File: src/rtl/ioctl_pkg.sv
// Shared ioctl definitions: upload FSM states, HPS address width, file index constants.
package ioctl_pkg;

  typedef enum logic [1:0] {UP_IDLE, UP_REQ, UP_LAT} upl_state_t;

  localparam int unsigned IOCTL_AW = 25;

  localparam logic [7:0] IDX_ROM   = 8'd0;
  localparam logic [7:0] IDX_MOD   = 8'd1;
  localparam logic [7:0] IDX_NVRAM = 8'd4;
  localparam logic [7:0] IDX_DIP   = 8'd254;

endpackage

File: src/rtl/ioctl_upload_server.sv
// Core-side responder for ioctl uploads (NVRAM/hiscore save): turns each HPS
// read strobe into one arbitrated core-RAM read and stalls the HPS with
// ioctl_wait until the byte is valid. Addresses at or above SIZE return 8'h00
// without touching memory.
// Optional build macro UPLOAD_CHECKSUM_EN adds upl_csum, a mod-256 sum of the
// bytes delivered in the current/last session.
module ioctl_upload_server
  import ioctl_pkg::*;
#(
  parameter logic [7:0]  UPL_INDEX = IDX_NVRAM,
  parameter int unsigned AW        = 10,
  parameter int unsigned SIZE      = 1024,
  parameter int unsigned RD_LAT    = 2
) (
  input  logic                clk_sys,
  input  logic                reset,
  input  logic                ioctl_upload,
  input  logic [7:0]          ioctl_index,
  input  logic                ioctl_rd,
  input  logic [IOCTL_AW-1:0] ioctl_addr,
  output logic [7:0]          ioctl_din,
  output logic                ioctl_wait,
  output logic                mem_req,
  input  logic                mem_gnt,
  output logic [AW-1:0]       mem_addr,
  input  logic [7:0]          mem_q,
`ifdef UPLOAD_CHECKSUM_EN
  output logic [7:0]          upl_csum,
`endif
  output logic                upl_busy
);

  // Latency counter holds RD_LAT-1 (at most 3).
  localparam int unsigned CNT_W = 2;

  upl_state_t         state_q, state_d;
  logic [7:0]         din_q, din_d;
  logic               wait_q, wait_d;
  logic               req_q, req_d;
  logic [AW-1:0]      addr_q, addr_d;
  logic [CNT_W-1:0]   cnt_q, cnt_d;
  logic               busy_q;
  logic               sel_c;
  logic               oor_c;
  logic               load_c;

  assign sel_c = ioctl_upload && (ioctl_index == UPL_INDEX);
  assign oor_c = ioctl_addr >= IOCTL_AW'(SIZE);

  // State and output registers.
  always_ff @(posedge clk_sys or posedge reset) begin
    if (reset) begin
      state_q <= UP_IDLE;
      din_q   <= 8'h00;
      wait_q  <= 1'b0;
      req_q   <= 1'b0;
      addr_q  <= '0;
      cnt_q   <= '0;
      busy_q  <= 1'b0;
    end else begin
      state_q <= state_d;
      din_q   <= din_d;
      wait_q  <= wait_d;
      req_q   <= req_d;
      addr_q  <= addr_d;
      cnt_q   <= cnt_d;
      busy_q  <= sel_c;
    end
  end

  // Next-state: accept read, wait for grant, count out read latency; a
  // deselect in REQ/LAT aborts and wins over a same-cycle grant or capture.
  always_comb begin
    state_d = state_q;
    din_d   = din_q;
    wait_d  = wait_q;
    req_d   = req_q;
    addr_d  = addr_q;
    cnt_d   = cnt_q;
    load_c  = 1'b0;
    case (state_q)
      UP_IDLE: begin
        if (ioctl_rd && sel_c) begin
          if (oor_c) begin
            din_d  = 8'h00;
            load_c = 1'b1;
          end else begin
            addr_d  = ioctl_addr[AW-1:0];
            req_d   = 1'b1;
            wait_d  = 1'b1;
            state_d = UP_REQ;
          end
        end
      end
      UP_REQ: begin
        if (!sel_c) begin
          req_d   = 1'b0;
          wait_d  = 1'b0;
          state_d = UP_IDLE;
        end else if (mem_gnt) begin
          req_d   = 1'b0;
          cnt_d   = CNT_W'(RD_LAT - 1);
          state_d = UP_LAT;
        end
      end
      UP_LAT: begin
        if (!sel_c) begin
          req_d   = 1'b0;
          wait_d  = 1'b0;
          state_d = UP_IDLE;
        end else if (cnt_q == '0) begin
          din_d   = mem_q;
          wait_d  = 1'b0;
          load_c  = 1'b1;
          state_d = UP_IDLE;
        end else begin
          cnt_d = cnt_q - CNT_W'(1);
        end
      end
      default: begin
        req_d   = 1'b0;
        wait_d  = 1'b0;
        state_d = UP_IDLE;
      end
    endcase
  end

`ifdef UPLOAD_CHECKSUM_EN
  logic [7:0] csum_q, csum_d;

  // Session checksum: cleared as sel rises, accumulates each delivered byte.
  always_comb begin
    csum_d = (sel_c && !busy_q) ? 8'h00 : csum_q;
    if (load_c) begin
      csum_d = csum_d + din_d;
    end
  end

  // Checksum register; holds after the session ends.
  always_ff @(posedge clk_sys or posedge reset) begin
    if (reset) begin
      csum_q <= 8'h00;
    end else begin
      csum_q <= csum_d;
    end
  end

  assign upl_csum = csum_q;
`endif

  assign ioctl_din  = din_q;
  assign ioctl_wait = wait_q;
  assign mem_req    = req_q;
  assign mem_addr   = addr_q;
  assign upl_busy   = busy_q;

endmodule

File: config.mk
export PLATFORM = sky130hd
export DESIGN_NAME = ioctl_upload_server
export DESIGN_NICKNAME = d
export VERILOG_FILES = /design/src/rtl/ioctl_pkg.sv /design/src/rtl/ioctl_upload_server.sv
export SDC_FILE = /design/constraint.sdc
export NUM_CORES = 1
export LEC_CHECK = 0
export ABC_AREA = 1
export CAP_MARGIN = 20
export CORE_ASPECT_RATIO = 0.75
export CORE_MARGIN = 1.5
export CORE_UTILIZATION = 36
export CTS_CLUSTER_DIAMETER = 80
export DETAILED_ROUTE_END_ITERATION = 10
export PLACE_DENSITY = 0.81
export RECOVER_POWER = 25
export SYNTH_ARGS = -nofsm -noshare
export SYNTH_HDL_FRONTEND = slang
export SYNTH_SLANG_ARGS = --single-unit
File: constraint.sdc
create_clock -name clk_sys -period 2.7 [get_ports clk_sys]
set_input_delay 0.675 -clock clk_sys [delete_from_list [all_inputs] [get_ports clk_sys]]
set_output_delay 0.675 -clock clk_sys [all_outputs]
set_load 0.01 [all_outputs]
# --- Word-level counts from Yosys, hierarchy flattened ---
# Index checks and enable logic that the tools add are counted.
# Widths: inputs -> output; s select.
word_totals:
  in_bits: 46
  mem_bits_rw: 0
  ff_bits: 25
  n_memories: 0
  word_cells: 63
  latchBits: 0
  out_inout_bits: 21
  mem_bits_ro: 0
op_classes:
  n_addsub: 1
  n_mux: 26
  shift: 0
  reduce_logical: 12
  n_bitwise: 1
  order_cmp: 1
  div_mod_pow: 0
  eq_ne: 15
  n_mul: 0
ops:
  columns: ["op", "count"]
  rows:
  - ["$mux 8", 4]
  - ["$ge 25x11->1 const B", 1]
  - ["$mux 2", 10]
  - ["$ne 2x2->1 const B", 10]
  - ["$pmux 8 s2", 1]
  - ["$reduce_and 4->1", 3]
  - ["$reduce_and 5->1", 2]
  - ["$eq 8x3->1 const B", 1]
  - ["$mux 1", 7]
  - ["$ne 3x3->1 const B", 2]
  - ["$pmux 1 s3", 2]
  - ["$pmux 2 s3", 1]
  - ["$logic_not 2->1", 2]
  - ["$pmux 2 s2", 1]
  - ["$reduce_bool 2->1", 2]
  - ["$reduce_and 3->1", 1]
  - ["$eq 2x1->1 const B", 1]
  - ["$eq 2x2->1 const B", 1]
  - ["$logic_and 1x1->1", 2]
  - ["$sub 2x1->2 const B", 1]
  - ["$not 1->1", 1]

# --- Depth between registers and ports, before layout ---
# Gate-level depths: netlist (run 1).
depth:
  ltp_word: 5
  depth_mapped: 9
  mapped_depth_nobuf: 9

# --- Least setup slack after synthesis (run 1) ---
# OpenSTA, ideal clock, no wires.
synth_path:
  path_kind: "input-to-reg"
  startpoint: "input ioctl_addr[11]"
  endpoint: "register addr_q[0] (netlist: mem_addr[0])"
  stages: 9
  setup_time_ns: 0.117
  n_path_buf: 2
  required_ns: 2.583
  setup_slack_ns: 0.905
  arrival_ns: 1.678
  path_cell_list: "nor2_1 > nand2_1 > nor2_4 > nand3_4 > or2_1 > buf_6 > buf_6 > nand2_2 > o21ai_2"
synth_via:
  elab_chain_cells: 3
synth_rtl:
  columns: ["item", "line", "text"]
  rows:
  - ["start: declaration", "ioctl_upload_server.sv:20", "input logic [IOCTL_AW-1:0] ioctl_addr,"]
  - ["$ge 25x11->1", "ioctl_upload_server.sv:48", "assign oor_c = ioctl_addr >= IOCTL_AW'(SIZE);"]
  - ["$not 1->1 (no source line)", null, null]
  - ["$reduce_and 3->1 (no source line)", null, null]
  - ["end signal: assignment", "ioctl_upload_server.sv:65", "addr_q <= addr_d;"]
  - ["end: declaration", "ioctl_upload_server.sv:40", "logic [AW-1:0] addr_q, addr_d;"]
# No other way between the ends.
# A chain may end at the register's enable or synchronous reset.

# --- Final worst setup path (run 1) ---
layout_path:
  startpoint: "input ioctl_upload"
  endpoint: "register din_q[6] (netlist: ioctl_din[6])"
layout_via:
  elab_chain_cells: 4
  elab_cells_between_ends: 5
  classes_between: "eq/ne (2); reduce/logical (3)"
layout_rtl:
  columns: ["item", "line", "text"]
  rows:
  - ["start: declaration", "ioctl_upload_server.sv:17", "input logic ioctl_upload,"]
  - ["$logic_and 1x1->1 (*)", "ioctl_upload_server.sv:47", "assign sel_c = ioctl_upload && (ioctl_index == UPL_INDEX);"]
  - ["$logic_and 1x1->1", "ioctl_upload_server.sv:83", "if (ioctl_rd && sel_c) begin"]
  - ["$ne 2x2->1 (no source line)", null, null]
  - ["$reduce_and 5->1 (no source line) (*)", null, null]
  - ["end signal: assignment", "ioctl_upload_server.sv:62", "din_q <= din_d;"]
  - ["end: declaration", "ioctl_upload_server.sv:37", "logic [7:0] din_q, din_d;"]
# Every way passes the cells marked *; elsewhere a longest branch is shown, timed or not.

==> flow_summary.json, run 1 <==
{
  "synth-xor-area-share_pct": 0,
  "insertedDiodeCount": 0,
  "core_area_sq_um": 3709,
  "synth_compound_area_share_pct": 9.646,
  "gr-usage-met1_pct": 20.25,
  "final_util_pct": 58.16,
  "use_met2_pct": 28.07,
  "viasPerCell": 4.402,
  "seq_area_frac_synth_pct": 44.25,
  "maxSlewHeadroom_pct": 12.72,
  "drtIter0Drc": 54,
  "met3_usage_pct": 5.124,
  "synth-seq-cells": 25,
  "nets": 297,
  "synth_area_sq_um": 1414,
  "postSynthAreaPerCell_sq_um": 7.811,
  "dieArea_sq_um": 4316,
  "yosys.area.top_type": "dfrtp_1",
  "first_pass_iters": 4,
  "fmax_mhz": 469.7,
  "comb_power_share_pct": 13.7,
  "end_kind": "flip-flop",
  "synth_simple_gate_area_share_pct": 32.65,
  "synth_top_family_by_area": "simple AND/OR/NAND/NOR gates",
  "setup_viol": 0,
  "grt_usage_pct": 15.99,
  "synthMuxAreaShare_pct": 0,
  "reg2reg_from": "cnt_q[0]",
  "top_usage_layer": "met2",
  "dp.final_hpwl_microns": 2595,
  "path_clk_slew_ns": 0.08,
  "reg2reg_slack_ns": 1.07,
  "hold_start": "ioctl_din[3]",
  "crit_path_start_kind": "input pin",
  "yosysUniqueCellTypes": 25,
  "drv_slew": 0,
  "grt_pass1_wl_microns": 5368,
  "mostFrequentLayoutCell": "clkdlybuf4s50_1",
  "drc_errors": 0,
  "row_count": 19,
  "post_cts_resize_count": 0,
  "cts_tree": "done",
  "yosysWarnings": 0,
  "die_w_microns": 75.37,
  "n_fill_cell": 357,
  "clock_path_buffers": 2,
  "clk_latency_ns": 0.26,
  "wl_microns": 3216,
  "cts_buffers": 3,
  "post_cts_buffers": 0,
  "final_cell_mix": "clkdlybuf4s50_1 (65), nand2_1 (41), inv_1 (36), nor2_1 (25), dfrtp_1 (25)",
  "initial_core_util_pct": 38.12,
  "area_growth_pct": 52.57,
  "power_density_nw_per_um2": 316.7,
  "grt_pass1_vias": 1289,
  "ctsHoldBuffers": 0,
  "place_congestion": 0.7561,
  "synthCells": 181,
  "final-hold-violation-count": 0,
  "criticalPathCategory": "input pin to flip-flop",
  "clockRootBuffer": "clkbuf_8",
  "critPathMaxFanout": 9,
  "skew_ns": 0.003926,
  "setup_tns_ns": 0,
  "seq_power_share_pct": 54.8,
  "wire_per_inst_microns": 10.68,
  "cp.required_ns": 2.86,
  "grt_max_degree": 26,
  "gr-total-overflow": 0,
  "internal_power_mw": 0.5425,
  "min_path_type": "flip-flop to flip-flop",
  "drv_cap": 0,
  "r2r_end": "ioctl_din[6]",
  "hold_end": "ioctl_din[3]",
  "cts_sinks": 25,
  "syn_nets": 228,
  "clkPwrFrac_pct": 31.5,
  "worst_pin_slew_ns": 1.309,
  "arrival_ns": 2.29,
  "leakage_nw": 1.015,
  "fin_crit_ns": 2.129,
  "cts_max_level": 1,
  "die_height_microns": 57.27,
  "swShare_pct": 20.59,
  "synth_adder_area_share_pct": 0.8850,
  "peakVddDrop_mv": 0.3178,
  "synth_area_leaders": "dfrtp_1 (44%), nand2_1 (11%), inv_1 (9.6%), nor2_1 (6.6%), o21ai_2 (6.2%)",
  "worstRegToRegCells": 7,
  "ant_nets": 0,
  "status": "finished clean",
  "p_sw_mw": 0.1406,
  "hold_depth": 2,
  "pin_count": 67,
  "vias": 1325,
  "post-route-period-util_pct": 78.85,
  "port_buffers": 66,
  "antenna_found_initial": 0,
  "yosys.area.top_type_share_pct": 44.25,
  "drive_above_1_share_pct": 12.05,
  "rsz0062_at_grt": "false"
}
==> how the worst max path moves through the flow <==
stage | from | endpoint | slack, ns | cells past startpoint
4_1_cts | ioctl_upload | ioctl_din[6] | 0.60 | 8
3_3_place_gp | ioctl_upload | ioctl_din[6] | 0.33 | 8
3_5_place_dp | ioctl_upload | ioctl_din[6] | 0.32 | 8
5_1_grt | reset | mem_req | 0.35 | 3
6_report | ioctl_upload | ioctl_din[6] | 0.57 | 8
2_1_floorplan | ioctl_addr[11] | mem_addr[0] | 0.91 | 9
==> critical path, cell delays in order <==
cell             delay [ns]
clkdlybuf4s50_1        0.45
nand2_1                0.06
nor2_2                 0.17
nand3_1                0.14
o21bai_2               0.34
nand3_2                0.25
nand2_1                0.14
nand2_1                0.06
==> per-layer routing <==
| layer | routed length (microns) | vias to the layer above |
|---|---|---|
| li1 | - | 691 |
| met1 | 1452 | 590 |
| met2 | 1524 | 42 |
| met3 | 233 | 2 |
| met4 | 5 | 0 |
| met5 | 0 | - |
==> cell usage after synthesis (all sizes together) <==
master and count:
nand2 48, inv 37, nor2 29, dfrtp 25, o21ai 12, nand4 11
nand3 5, buf 4, o21bai 4, or2 2, a21oi 1, and2 1
ha 1, nor3 1
==> state kept, by name, summed over array words and instances, names as in the netlist <==
signal,count
mem_req,1
ioctl_din,8
state_q,2
upl_busy,1
ioctl_wait,1
cnt_q,2
mem_addr,10
==> power by group through the flow <==
stage | combinational (mW) | clock (mW) | sequential (mW)
2_1_floorplan | 0.0235 | 0 | 0.382
3_3_place_gp | 0.0942 | 0 | 0.382
3_5_place_dp | 0.0954 | 0 | 0.382
4_1_cts | 0.0960 | 0.224 | 0.374
5_1_grt | 0.104 | 0.238 | 0.374
6_report | 0.0935 | 0.215 | 0.374
==> per-stage QoR <==
step / instance area [sq um] / power [mW] / worst slack, ns / hold WS, ns / instances
global route: 2157 / 0.7162 / 0.3454 / 0.5127 / 301
detailed placement: 2116 / 0.4772 / 0.3210 / 0.4672 / 297
global placement: 2116 / 0.4760 / 0.3320 / 0.4573 / 297
CTS: 2161 / 0.6943 / 0.6047 / 0.4885 / 301
finish: 2157 / 0.6831 / 0.5711 / 0.4837 / 301
floorplan: 1414 / 0.4053 / 0.9051 / 0.4588 / 181
==> logic make-up (layout without fill, tap and decap cells) <==
kind of cell,Yosys count,after routing
buffers and inverters,41,109
adders and majority gates,1,1
and+or+nand+nor,97,97
AOI/OAI and AO/OA,17,17
DFF,25,25
==> final cells by class <==
| type | instances | area [sq um] | share of cell area (%) |
|---|---|---|---|
| Sequential cell | 25 | 625.6 | 29.00 |
| Timing Repair Buffer | 68 | 671.9 | 31.15 |
| Clock buffer | 4 | 45.04 | 2.088 |
| Multi-Input combinational cell | 115 | 610.6 | 28.31 |
| Inverter | 37 | 138.9 | 6.439 |
| Tap cell | 52 | 65.06 | 3.016 |
(Power assumes the default switching activity.)
==> inputs of run 2 (changes only) <==
PLACE_DENSITY = 0.84   (was 0.81)
clock period = 1.7 ns   (was 2.7 ns; I/O delays follow)
==> flow_summary.json, run 2 (synthesis results as in run 1) <==
{
  "status": "finished clean",
  "drtIter0Drc": 30,
  "criticalPathCategory": "input pin to flip-flop",
  "row_count": 19,
  "final_cell_mix": "clkdlybuf4s50_1 (62), nand2_1 (40), inv_1 (36), dfrtp_1 (25), nor2_1 (24)",
  "min_path_type": "flip-flop to flip-flop",
  "area_growth_pct": 63.27,
  "skew_ns": 0.002766,
  "dp.final_hpwl_microns": 2599,
  "vias": 1343,
  "drv_cap": 0,
  "cts_buffers": 3,
  "multi_input_area_sq_um": 630.6,
  "path_cells": "clkdlybuf4s50_1 -> nor2_1 -> nand2_1 -> nor2_4 -> nand3_4 -> or2_4 -> clkbuf_16 -> nand2_2 -> o21ai_2",
  "power_mw": 1.090,
  "final-hold-violation-count": 0,
  "stdcell_count": 311,
  "swShare_pct": 20.44,
  "maxSlewHeadroom_pct": 60.51,
  "insertedDiodeCount": 0,
  "crit_path_start_kind": "input pin",
  "die_w_microns": 75.37,
  "mostFrequentLayoutCell": "clkdlybuf4s50_1",
  "setup_viol": 0,
  "ant_nets": 0,
  "core_area_sq_um": 3709,
  "drc_errors": 0,
  "drv_slew": 0,
  "antenna_found_initial": 0,
  "clkPwrFrac_pct": 31.0,
  "n_fill_cell": 299,
  "die_height_microns": 57.27,
  "drive_above_1_share_pct": 16.99,
  "power_density_nw_per_um2": 472.1,
  "grt_max_degree": 26,
  "port_buffers": 66,
  "grt_pass1_wl_microns": 5437,
  "p_sw_mw": 0.2228,
  "grt_usage_pct": 16.21,
  "leakage_nw": 1.122,
  "viasPerCell": 4.318,
  "cts_tree": "done",
  "internal_power_mw": 0.8670,
  "comb_power_share_pct": 14.4,
  "clockRootBuffer": "clkbuf_8",
  "fmax_mhz": 605.1,
  "arrival_ns": 1.82,
  "final_util_pct": 62.25,
  "place_congestion": 0.8259,
  "path_clk_slew_ns": 0.08,
  "whs_ns": 0.4750,
  "wire_per_inst_microns": 10.94,
  "fin_crit_ns": 1.653,
  "seqCellArea_sq_um": 625.6,
  "peakVddDrop_mv": 0.3428,
  "slowest_delay_ns": 0.40,
  "nets": 307,
  "seq_power_share_pct": 54.5,
  "critPathBufInv": 2,
  "cts_sinks": 25,
  "critPathMaxFanout": 6,
  "grt_pass1_vias": 1287,
  "cts_max_level": 1,
  "setup_tns_ns": 0,
  "clk_latency_ns": 0.26,
  "first_pass_iters": 4,
  "cp_slowest_cell": "clkdlybuf4s50_1",
  "dp.cells": 305,
  "worst_pin_slew_ns": 0.5923,
  "cp.required_ns": 1.86,
  "end_kind": "flip-flop",
  "initial_core_util_pct": 38.12,
  "post-route-period-util_pct": 97.21,
  "cp_top_family": "simple AND/OR/NAND/NOR gates",
  "largest_reg_flops": 10,
  "wl_microns": 3403,
  "clock_path_buffers": 2,
  "dieArea_sq_um": 4316,
  "pin_count": 67,
  "gr-total-overflow": 0
}
run 2: worst register-to-register path: stages (launching register included):
cell	delay, ns
dfrtp_1	0.43
nor2_1	0.21
inv_2	0.13
o21ai_0	0.16
nand2_1	0.08
nor2_1	0.14
inv_1	0.09
nand2_1	0.07
o21ai_1	0.06
run 2: timing repair:
item                                    in CTS  in global routing
buffers inserted                             0                  0
resized for setup                            0                  8
hold buffers                                 0                  0
endpoints found under the setup margin       0                 18
run 2: final cells by class:
type | count | share of cell area (%)
Tap cell | 52 | 2.818
Inverter | 37 | 6.016
Multi-Input combinational cell | 115 | 27.32
Clock buffer | 4 | 1.951
Sequential cell | 25 | 27.10
Timing Repair Buffer | 78 | 34.80
run 2: layer usage:
layer / routed length [microns] / up-vias / global-route usage [%]
met5: 0 / - / 0
met2: 1599 / 42 / 28.32
li1: - / 707 / -
met1: 1531 / 594 / 19.66
met4: 0 / 0 / 2.296
met3: 272 / 0 / 5.654
run 2: through the flow:
step	setup WS (ns)	area, sq um
CTS	0.03090	2233
floorplan	0.1551	1414
global route	-0.01274	2308
global placement	-0.2160	2188
detailed placement	-0.2552	2188
finish	0.04740	2308
run 2: worst paths after layout:
check | from | end | slack (ns) | cells after the start
setup / recovery | ioctl_addr[17] | mem_addr[4] | 0.05 | 9
hold / removal | ioctl_din[3] | ioctl_din[3] | 0.48 | 2
setup reg to reg | state_q[0] | cnt_q[1] | 0.22 | 8
hold reg to reg | ioctl_din[3] | ioctl_din[3] | 0.48 | 2
max in group asynchronous | reset | state_q[0] | 0.57 | 3
min in group asynchronous | reset | ioctl_din[5] | 0.75 | 3
run 2: power groups by stage:
stage                     Combinational [mW]  Sequential [mW]  Clock, mW
final                                  0.157            0.594      0.338
after global routing                   0.174            0.595      0.376
after CTS                              0.159            0.594      0.357
after detailed placement               0.159            0.606          0
after global placement                 0.157            0.606          0
after floorplan                       0.0373            0.606          0
